==> src/rtl/risc_toy_pkg.sv <==
// rtl/risc_toy_pkg.sv - shared widths and arbiter state encoding
// Purpose: bus widths and the arbiter FSM state enum used by mem_arbiter
//          and its interface. No ports.
package risc_toy_pkg;
    localparam int AW = 30;
    localparam int DW = 32;

    typedef enum logic [1:0] {
        IDLE   = 2'd0,
        I_BUSY = 2'd1,
        D_BUSY = 2'd2
    } arb_state_e;
endpackage

==> src/rtl/mem_arbiter_if.sv <==
// rtl/mem_arbiter_if.sv - fetch/data/memory bus bundle for mem_arbiter
// Purpose: groups the instruction-fetch, data and shared-memory signals.
// Ports (modport slave = arbiter view, master = requester/memory view):
//   IREQ, IADDR, INSTR, IVALID, STALL_I      instruction fetch side
//   DREQ, DRW, DADDR, DWDATA, DRDATA, DVALID, STALL_D   data side
//   MREQ, MRW, MADDR, MWDATA, MRDATA, MRDY   shared memory side
//   ERR                                      sticky watchdog timeout
interface mem_arbiter_if;
    import risc_toy_pkg::*;

    logic          IREQ;
    logic [AW-1:0] IADDR;
    logic [DW-1:0] INSTR;
    logic          IVALID;
    logic          DREQ;
    logic          DRW;
    logic [AW-1:0] DADDR;
    logic [DW-1:0] DWDATA;
    logic [DW-1:0] DRDATA;
    logic          DVALID;
    logic          MREQ;
    logic          MRW;
    logic [AW-1:0] MADDR;
    logic [DW-1:0] MWDATA;
    logic [DW-1:0] MRDATA;
    logic          MRDY;
    logic          STALL_I;
    logic          STALL_D;
    logic          ERR;

    modport slave (
        input  IREQ, IADDR, DREQ, DRW, DADDR, DWDATA, MRDATA, MRDY,
        output INSTR, IVALID, DRDATA, DVALID, MREQ, MRW, MADDR, MWDATA,
               STALL_I, STALL_D, ERR
    );

    modport master (
        output IREQ, IADDR, DREQ, DRW, DADDR, DWDATA, MRDATA, MRDY,
        input  INSTR, IVALID, DRDATA, DVALID, MREQ, MRW, MADDR, MWDATA,
               STALL_I, STALL_D, ERR
    );
endinterface

==> src/rtl/mem_arb_wdog.sv <==
// rtl/mem_arb_wdog.sv - per-transaction watchdog for mem_arbiter
// Purpose: counts BUSY cycles without memory completion.
// Ports: clk_i, rst_i (sync active-high), clr (grant), en (busy & ~MRDY),
//        expire (combinational: this is the TMO-th counted cycle).
module mem_arb_wdog #(
    parameter int TMO = 255
) (
    input  logic clk_i,
    input  logic rst_i,
    input  logic clr,
    input  logic en,
    output logic expire
);
    localparam int W = (TMO > 1) ? $clog2(TMO + 1) : 1;
    localparam logic [W-1:0] LIM = W'(TMO - 1);

    logic [W-1:0] cnt_q, cnt_d;

    always_comb begin
        cnt_d = cnt_q;
        if (clr)
            cnt_d = '0;
        else if (en)
            cnt_d = cnt_q + 1'b1;
    end

    always_ff @(posedge clk_i) begin
        if (rst_i)
            cnt_q <= '0;
        else
            cnt_q <= cnt_d;
    end

    // Fire during the TMO-th stalled cycle so the FSM leaves BUSY on the
    // same edge the count would reach TMO; MREQ is then high TMO cycles.
    assign expire = en && !clr && (cnt_q == LIM);
endmodule

==> src/rtl/mem_arbiter.sv <==
// rtl/mem_arbiter.sv - instruction/data arbiter onto one shared memory port
// Purpose: grants fetch or data access to the shared memory, with data
//          priority bounded by a starvation counter and a watchdog.
// Ports: CLK, RST (sync active-high), bus (mem_arbiter_if.slave).
// Parameters: MAXD max consecutive data grants while a fetch waits,
//             TMO watchdog limit in cycles per memory transaction.
module mem_arbiter
    import risc_toy_pkg::*;
#(
    parameter int MAXD = 4,
    parameter int TMO  = 255
) (
    input  logic         CLK,
    input  logic         RST,
    mem_arbiter_if.slave bus
);
    localparam int CW = (MAXD > 0) ? $clog2(MAXD + 1) : 1;
    localparam logic [CW-1:0] DMAX = CW'(MAXD);

    arb_state_e    state_q;
    logic [CW-1:0] dcnt_q;
    logic [DW-1:0] instr_q, drdata_q, mwdata_q;
    logic [AW-1:0] maddr_q;
    logic          ivalid_q, dvalid_q, mreq_q, mrw_q, err_q;
    logic          busy, grant_d, grant_i, expire;

    assign busy    = (state_q != IDLE);
    // Data wins unless the fetch has already been passed over MAXD times.
    assign grant_d = (state_q == IDLE) && bus.DREQ && !(bus.IREQ && dcnt_q == DMAX);
    assign grant_i = (state_q == IDLE) && !grant_d && bus.IREQ;

    mem_arb_wdog #(.TMO(TMO)) u_wdog (
        .clk_i  (CLK),
        .rst_i  (RST),
        .clr    (grant_d | grant_i),
        .en     (busy & ~bus.MRDY),
        .expire (expire)
    );

    always_ff @(posedge CLK) begin
        if (RST) begin
            state_q  <= IDLE;
            dcnt_q   <= '0;
            instr_q  <= '0;
            drdata_q <= '0;
            mwdata_q <= '0;
            maddr_q  <= '0;
            ivalid_q <= 1'b0;
            dvalid_q <= 1'b0;
            mreq_q   <= 1'b0;
            mrw_q    <= 1'b0;
            err_q    <= 1'b0;
        end else begin
            ivalid_q <= 1'b0;
            dvalid_q <= 1'b0;
            case (state_q)
                IDLE: begin
                    if (grant_d) begin
                        state_q  <= D_BUSY;
                        mreq_q   <= 1'b1;
                        maddr_q  <= bus.DADDR;
                        mrw_q    <= bus.DRW;
                        mwdata_q <= bus.DWDATA;
                        if (!bus.IREQ)
                            dcnt_q <= '0;
                        else if (dcnt_q != DMAX)
                            dcnt_q <= dcnt_q + 1'b1;
                    end else if (grant_i) begin
                        state_q <= I_BUSY;
                        mreq_q  <= 1'b1;
                        maddr_q <= bus.IADDR;
                        mrw_q   <= 1'b0;
                        dcnt_q  <= '0;
                    end
                end
                I_BUSY: begin
                    if (bus.MRDY) begin
                        instr_q  <= bus.MRDATA;
                        ivalid_q <= 1'b1;
                        mreq_q   <= 1'b0;
                        state_q  <= IDLE;
                    end else if (expire) begin
                        err_q    <= 1'b1;
                        ivalid_q <= 1'b1;
                        mreq_q   <= 1'b0;
                        state_q  <= IDLE;
                    end
                end
                D_BUSY: begin
                    if (bus.MRDY) begin
                        if (!mrw_q)
                            drdata_q <= bus.MRDATA;
                        dvalid_q <= 1'b1;
                        mreq_q   <= 1'b0;
                        state_q  <= IDLE;
                    end else if (expire) begin
                        err_q    <= 1'b1;
                        dvalid_q <= 1'b1;
                        mreq_q   <= 1'b0;
                        state_q  <= IDLE;
                    end
                end
                default: begin
                    state_q <= IDLE;
                    mreq_q  <= 1'b0;
                end
            endcase
        end
    end

    assign bus.INSTR   = instr_q;
    assign bus.IVALID  = ivalid_q;
    assign bus.DRDATA  = drdata_q;
    assign bus.DVALID  = dvalid_q;
    assign bus.MREQ    = mreq_q;
    assign bus.MRW     = mrw_q;
    assign bus.MADDR   = maddr_q;
    assign bus.MWDATA  = mwdata_q;
    assign bus.ERR     = err_q;
    assign bus.STALL_I = bus.IREQ & ~ivalid_q;
    assign bus.STALL_D = bus.DREQ & ~dvalid_q;
endmodule

==> src/flat_wrapper.sv <==
// flat-port wrapper written by rule: the top's interface ports become plain ports
module mem_arbiter_flat import risc_toy_pkg::*;
#(
    parameter int MAXD = 4,
    parameter int TMO  = 255
)
  (CLK, RST, bus_IREQ, bus_IADDR, bus_DREQ, bus_DRW, bus_DADDR, bus_DWDATA, bus_MRDATA, bus_MRDY, bus_INSTR, bus_IVALID, bus_DRDATA, bus_DVALID, bus_MREQ, bus_MRW, bus_MADDR, bus_MWDATA, bus_STALL_I, bus_STALL_D, bus_ERR);
  mem_arbiter_if bus_i ();
  input  logic CLK;
  input  logic RST;
  input wire logic [$bits(bus_i.IREQ)-1:0] bus_IREQ;
  input wire logic [$bits(bus_i.IADDR)-1:0] bus_IADDR;
  input wire logic [$bits(bus_i.DREQ)-1:0] bus_DREQ;
  input wire logic [$bits(bus_i.DRW)-1:0] bus_DRW;
  input wire logic [$bits(bus_i.DADDR)-1:0] bus_DADDR;
  input wire logic [$bits(bus_i.DWDATA)-1:0] bus_DWDATA;
  input wire logic [$bits(bus_i.MRDATA)-1:0] bus_MRDATA;
  input wire logic [$bits(bus_i.MRDY)-1:0] bus_MRDY;
  output wire logic [$bits(bus_i.INSTR)-1:0] bus_INSTR;
  output wire logic [$bits(bus_i.IVALID)-1:0] bus_IVALID;
  output wire logic [$bits(bus_i.DRDATA)-1:0] bus_DRDATA;
  output wire logic [$bits(bus_i.DVALID)-1:0] bus_DVALID;
  output wire logic [$bits(bus_i.MREQ)-1:0] bus_MREQ;
  output wire logic [$bits(bus_i.MRW)-1:0] bus_MRW;
  output wire logic [$bits(bus_i.MADDR)-1:0] bus_MADDR;
  output wire logic [$bits(bus_i.MWDATA)-1:0] bus_MWDATA;
  output wire logic [$bits(bus_i.STALL_I)-1:0] bus_STALL_I;
  output wire logic [$bits(bus_i.STALL_D)-1:0] bus_STALL_D;
  output wire logic [$bits(bus_i.ERR)-1:0] bus_ERR;
  assign bus_i.IREQ = bus_IREQ;
  assign bus_i.IADDR = bus_IADDR;
  assign bus_i.DREQ = bus_DREQ;
  assign bus_i.DRW = bus_DRW;
  assign bus_i.DADDR = bus_DADDR;
  assign bus_i.DWDATA = bus_DWDATA;
  assign bus_i.MRDATA = bus_MRDATA;
  assign bus_i.MRDY = bus_MRDY;
  assign bus_INSTR = bus_i.INSTR;
  assign bus_IVALID = bus_i.IVALID;
  assign bus_DRDATA = bus_i.DRDATA;
  assign bus_DVALID = bus_i.DVALID;
  assign bus_MREQ = bus_i.MREQ;
  assign bus_MRW = bus_i.MRW;
  assign bus_MADDR = bus_i.MADDR;
  assign bus_MWDATA = bus_i.MWDATA;
  assign bus_STALL_I = bus_i.STALL_I;
  assign bus_STALL_D = bus_i.STALL_D;
  assign bus_ERR = bus_i.ERR;
  mem_arbiter #(.MAXD(MAXD), .TMO(TMO)) u_core (.CLK(CLK), .RST(RST), .bus(bus_i));
endmodule
==> config.mk <==
export PLATFORM = sky130hd
export DESIGN_NAME = mem_arbiter_flat
export DESIGN_NICKNAME = d
export VERILOG_FILES = /design/src/rtl/risc_toy_pkg.sv /design/src/rtl/mem_arbiter_if.sv /design/src/rtl/mem_arb_wdog.sv /design/src/rtl/mem_arbiter.sv /design/src/flat_wrapper.sv
export SDC_FILE = /design/constraint.sdc
export NUM_CORES = 1
export LEC_CHECK = 0
export BUFFER_PORTS_ARGS = -buffer_cell sky130_fd_sc_hd__buf_2
export CAP_MARGIN = 40
export CELL_PAD_IN_SITES_DETAIL_PLACEMENT = 1
export CELL_PAD_IN_SITES_GLOBAL_PLACEMENT = 1
export CORE_MARGIN = 1.5
export CORE_UTILIZATION = 35
export DETAILED_ROUTE_END_ITERATION = 10
export HOLD_SLACK_MARGIN = 0.05
export MAX_ROUTING_LAYER = met4
export PLACE_DENSITY = 0.87
export SYNTH_ARGS = -nofsm -noshare
export SYNTH_HDL_FRONTEND = slang
export SYNTH_SLANG_ARGS = --single-unit
export TNS_END_PERCENT = 50
==> constraint.sdc <==
create_clock -name CLK -period 2.65 [get_ports CLK]
set_input_delay 0.265 -clock CLK [delete_from_list [all_inputs] [get_ports CLK]]
set_output_delay 0.265 -clock CLK [all_outputs]
set_load 0.05 [all_outputs]
# [Word level (Yosys, flattened, before mapping)]
# Cells that the tools add are included.
[classes] n_eq_ne=8 bitwise=10 muxes=20 addsub=2 reduce_logical=24
[ops] op="$mux W30" count=2
[ops] op="$mux W3" count=4
[ops] op="$reduce_and A3 Y1" count=3
[ops] op="$add A8 B1 Y8 const B" count=1
[ops] op="$eq A8 B8 Y1 const B" count=1
[ops] op="$mux W1" count=8
[ops] op="$mux W2" count=4
[ops] op="$reduce_and A2 Y1" count=4
[ops] op="$reduce_or A2 Y1" count=4
[ops] op="$logic_and A1 B1 Y1" count=7
[ops] op="$ne A3 B1 Y1 const B" count=2
[ops] op="$ne A3 B3 Y1 const B" count=2
[ops] op="$not A1 Y1" count=6
[ops] op="$pmux W2 S2" count=1
[ops] op="$reduce_bool A2 Y1" count=2
[ops] op="$add A3 B1 Y3 const B" count=1
[ops] op="$and A1 B1 Y1" count=3
[ops] op="$eq A3 B3 Y1 const B" count=1
[ops] op="$logic_not A1 Y1" count=3
[ops] op="$eq A2 B1 Y1 const B" count=1
[ops] op="$eq A2 B2 Y1 const B" count=1
[ops] op="$logic_not A2 Y1" count=1
[ops] op="$pmux W1 S2" count=1
[ops] op="$or A1 B1 Y1" count=1
[totals] word_cells=76 output_inout_bits=133 register_bits=144 inputBits=130

# [Depth between registers and ports, before layout]
[depth] word_depth=14 ltp_mapped=9 ltp_nobuf=6

# [Hierarchy]
# A second synthesis with hierarchy kept.
[unflattened] hier_cells=675 area_unflattened_um2=5943.2
[modules_own_cells] mod="mem_arbiter" cells_per_inst=631 instances=1 seq_area_each_um2=2722.6 area_per_inst_um2=5552.8
[modules_own_cells] mod="mem_arb_wdog" cells_per_inst=44 instances=1 seq_area_each_um2=160.2 area_per_inst_um2=390.4

# [Least setup slack after synthesis]
# No wires, ideal clock.
[synth_timing] path_type="reg-to-reg" start="reg u_core.state_q[0]" end="reg u_core.u_wdog.cnt_q[6]" t_required_ns=2.580 path_buffers=1 setup_slack_ns=1.034 t_arrival_ns=1.546 stages_incl_launch_ff=8 synth_period_minus_slack_ns=1.616 setup_time_ns=0.070 path_cell_list="dfxtp_1 > inv_1 > ha_1 > buf_6 > nor3b_4 > nand3_2 > or3_1 > a21oi_1"
[synth_between] elab_chain_len=8 elab_cells_between_ends=10 cone_classes="bitwise: 2; reduce/logical: 8"
[synth_lines] element="from (decl)" line_no="mem_arbiter.sv:20" source="arb_state_e state_q;"
[synth_lines] element="from (signal assigned)" line_no="mem_arbiter.sv:42" source="state_q <= IDLE;"
[synth_lines] element="from (signal assigned)" line_no="mem_arbiter.sv:59" source="state_q <= D_BUSY;"
[synth_lines] element="from (signal assigned)" line_no="mem_arbiter.sv:69" source="state_q <= I_BUSY;"
[synth_lines] element="$logic_not A2 Y1" line_no="mem_arbiter.sv:29, mem_arbiter.sv:30"
[synth_lines] element="$logic_and A1 B1 Y1 (2 in a row)" line_no="mem_arbiter.sv:29" source="assign grant_d = (state_q == IDLE) && bus.DREQ && !(bus.IREQ && dcnt_q == DMAX);"
[synth_lines] element="$logic_not A1 Y1" line_no="mem_arbiter.sv:30" source="assign grant_i = (state_q == IDLE) && !grant_d && bus.IREQ;"
[synth_lines] element="$logic_and A1 B1 Y1 (2 in a row)" line_no="mem_arbiter.sv:30"
[synth_lines] element="$or A1 B1 Y1" line_no="mem_arbiter.sv:35" source=".clr (grant_d | grant_i),"
[synth_lines] element="$reduce_or A2 Y1 (no line)"
[synth_lines] element="to (signal assigned)" line_no="mem_arb_wdog.sv:31" source="cnt_q <= cnt_d;"
[synth_lines] element="to (decl)" line_no="mem_arb_wdog.sv:17" source="logic [W-1:0] cnt_q, cnt_d;"
# Several ways; a longest one is shown, not always the timed one.
# A chain may end at the register's enable or synchronous reset.

# [Worst setup path after layout]
[layout_timing] start="reg u_core.state_q[0]" end="reg u_core.maddr_q[0], in the netlist u_core.bus.MADDR[0]"
[layout_between] elab_chain_len=8 elab_cells_between_ends=9 cone_classes="mux: 1; reduce/logical: 8"
[layout_lines] element="$logic_not A2 Y1 *" line_no="mem_arbiter.sv:29, mem_arbiter.sv:30, mem_arbiter.sv:56"
[layout_lines] element="$logic_and A1 B1 Y1 (2 in a row)" line_no="mem_arbiter.sv:29"
[layout_lines] element="$logic_not A1 Y1" line_no="mem_arbiter.sv:30"
[layout_lines] element="$logic_and A1 B1 Y1 (2 in a row)" line_no="mem_arbiter.sv:30"
[layout_lines] element="$reduce_bool A2 Y1 (no line)"
[layout_lines] element="$reduce_and A2 Y1 (no line)"
[layout_lines] element="to (signal assigned)" line_no="mem_arbiter.sv:61" source="maddr_q <= bus.DADDR;"
[layout_lines] element="to (signal assigned)" line_no="mem_arbiter.sv:71" source="maddr_q <= bus.IADDR;"
[layout_lines] element="to (decl)" line_no="mem_arbiter.sv:23" source="logic [AW-1:0] maddr_q;"
# Every way passes the cells marked *; elsewhere a longest branch is shown, timed or not.

==> reports/metrics.csv <==
metric,value,unit
die area,16490,um2
Leakage,3.435,nW
Via density,4.808,
antenna violation net count after detailed routing,0,
largest net degree at the start of global routing,78,
Skew-Pair Late Insertion Delay,0.43,ns
synth cell count leaders,"nand2_1 (261), dfxtp_1 (144), a21oi_1 (102)",
Worst Setup End Kind,flip-flop,
GRT Util Overall,0.2155,
Chip Width,128.4,um
WS Path Type,flip-flop to flip-flop,
worst slew pin tran,0.5009,ns
yosys warns,0,
hold_buf cts,0,
outcome,completed,
routability congestion estimate,0.7351,
PortBufs,262,
Initial Utilization,0.3609,
Gate power share,0.242,
asr flop ratio synth,0,
Post-CTS Resized,0,
Int Power,4.256,mW
clock power share,0.380,
worst endpoint required time,2.99,ns
final setup skew,0.008125,ns
RSZ-0062 raised after global routing,false,
first-pass GRT wire length,26.95,mm
switch share,0.3407,
max-cap violations,0,
Root Driver,clkbuf_16,
final setup vio count,0,
core area,15260,um2
Clock transition at path regs,0.06,ns
I/O pins,263,
P_sw,2.199,mW
cell area after synthesis,5507,um2
highest clock rate,524.2,MHz
fin. max-slew vios,0,
global route overflow,0,
top_reg_cell synth,dfxtp_1,
Post-synth EDFFs,0,
drt drc,0,
CTS max path bufs,2,
Post-Syn Instances,693,
total iterations of the first detailed-routing run,4,
Post-CTS Setup Repair Bufs,0,
layout cells sized above 1,0.3287,
DRT Wirelength,17.15,mm
Setup crit start kind,flip-flop,
TritonCTS clock tree,yes,
PnR worst setup slack,0.7422,ns
final hold viol count,0,
busiest layer in global routing,met2,
register area share after synthesis,0.5235,
pre-CTS setup slack,0.7466,ns
Syn Nets,830,
clock tree sinks,144,
min Tclk post-route,1.908,ns
grt met1 use,0.2456,
"count leader, synth",nand2_1,
Syn-to-layout area delta,37.13,%
H-tree depth,4,
Synth area leader,dfxtp_1,
"Max FO, Critical Path",47,
die height,128.4,um
placed cell count,1122,
Final nets,1067,
Synth top area share,0.5235,
GR met3 Demand/Resource,0.05364,
Rows,45,
post-DP HPWL,11.83,mm
final cycle utilization of the critical path,0.7199,
# diodes,0,
synthesized area per cell,7.946,um2
Sequential Power Share,0.379,
vias,5549,
CTS buffer count,17,
Max IR drop VDD,437.2,uV
DR WL/cell,14.86,um
largest cells by area after synthesis,"dfxtp_1 (52%), nand2_1 (18%), a21oi_1 (9.3%), a311oi_1 (4.8%), nor2_1 (3.1%)",
Unique masters post-synth,34,
Synth Register Bits,144,
pwr/cell area,855.0,nW/um2
Rel. slew slack,0.6661,
Hold Crit Class,input port to flip-flop,
arrival time at the worst endpoint,2.24,ns
initial antenna violation count,0,
First DRT Iteration DRCs,243,
WHS,0.07446,ns
fin cells,1154,
met2 usage,0.3665,
vias in the first global route,5493,
TNS Setup,0,ns
-- cell usage in the layout, fill, tap and decap left out, types with 2 or more instances in the layout --
master and instances:
nand2_1 261, buf_2 261, dfxtp_1 144, a21oi_1 102, nor2_1 45, a311oi_1 30, clkbuf_16 17, ha_1 7
inv_1 6, and2_1 6, buf_4 6, xor2_1 5, clkinv_2 4, buf_12 4, nor2b_1 3, or2_1 3
nand3_2 3, a31oi_1 3, bufinv_16 3, clkinvlp_4 3, nand4_1 2, nor3_1 2, o21ai_1 2, or3_1 2
nand4b_1 2, inv_6 2
-- flip-flops by register name, summed over array words and instances (netlist names) --
signal	count
u_core.bus.DRDATA	32
u_core.bus.DVALID	1
u_core.bus.ERR	1
u_core.bus.INSTR	32
u_core.bus.IVALID	1
u_core.bus.MADDR	30
u_core.bus.MREQ	1
u_core.bus.MRW	1
u_core.bus.MWDATA	32
u_core.dcnt_q	3
u_core.state_q	2
u_core.u_wdog.cnt_q	8
-- final timing paths --
kind	startpoint	to	slack [ns]	cells past startpoint
worst max-delay path	u_core.state_q[0]	u_core.bus.MADDR[0]	0.74	6
worst min-delay path	bus_DWDATA[17]	u_core.bus.MWDATA[17]	0.07	3
worst max register to register	u_core.state_q[0]	u_core.bus.MADDR[0]	0.74	6
worst min register to register	u_core.bus.DRDATA[31]	u_core.bus.DRDATA[31]	0.45	2
-- critical path, stage by stage, from the launching register on --
cell and delay, ns:
dfxtp_1 0.33, inv_1 0.08, ha_1 0.39, o21a_2 0.44, buf_12 0.26, nor2_1 0.07, a311oi_1 0.24
-- cells by family after synthesis --
kind of cell               count (synthesis)  synth area share
and+or+nand+nor                          334            0.2445
DFF                                      144            0.5235
AOI/OAI and AO/OA                        143            0.1556
buffers and inverters                     59           0.05090
adders and majority gates                  7           0.01590
xor gates and xnor gates                   6          0.009543
-- stage by stage --
step	cell area, um2	total power [mW]	util
2_1_floorplan	5507	3.635	-
6_report	7551	6.456	0.4949
5_1_grt	7551	6.743	0.4949
3_5_place_dp	6949	4.063	0.4554
3_3_place_gp	6949	4.027	0.4554
4_1_cts	7551	6.527	0.4949
-- routing by layer --
metal	vias up	routed length [um]
met5	-	0
met4	0	286
met3	21	1059
met2	199	8479
met1	2578	7328
li1	2751	-
-- power groups by stage --
stage,logic (mW),registers [mW],clock network (mW)
after floorplan,0.542,3.09,0
after global placement,1.54,2.49,0
after detailed placement,1.57,2.49,0
after CTS,1.58,2.45,2.50
after global routing,1.68,2.47,2.60
final,1.56,2.44,2.45
-- final cells by class --
cell class | instances | area [um2]
Fill cell | 1970 | 7707
Sequential cell | 144 | 2883
Multi-Input combinational cell | 490 | 2349
Timing Repair Buffer | 271 | 1431
Clock buffer | 19 | 442.9
Tap cell | 211 | 264.0
Clock inverter | 13 | 158.9
Inverter | 6 | 22.52
Power figures use the tool's default switching activity.
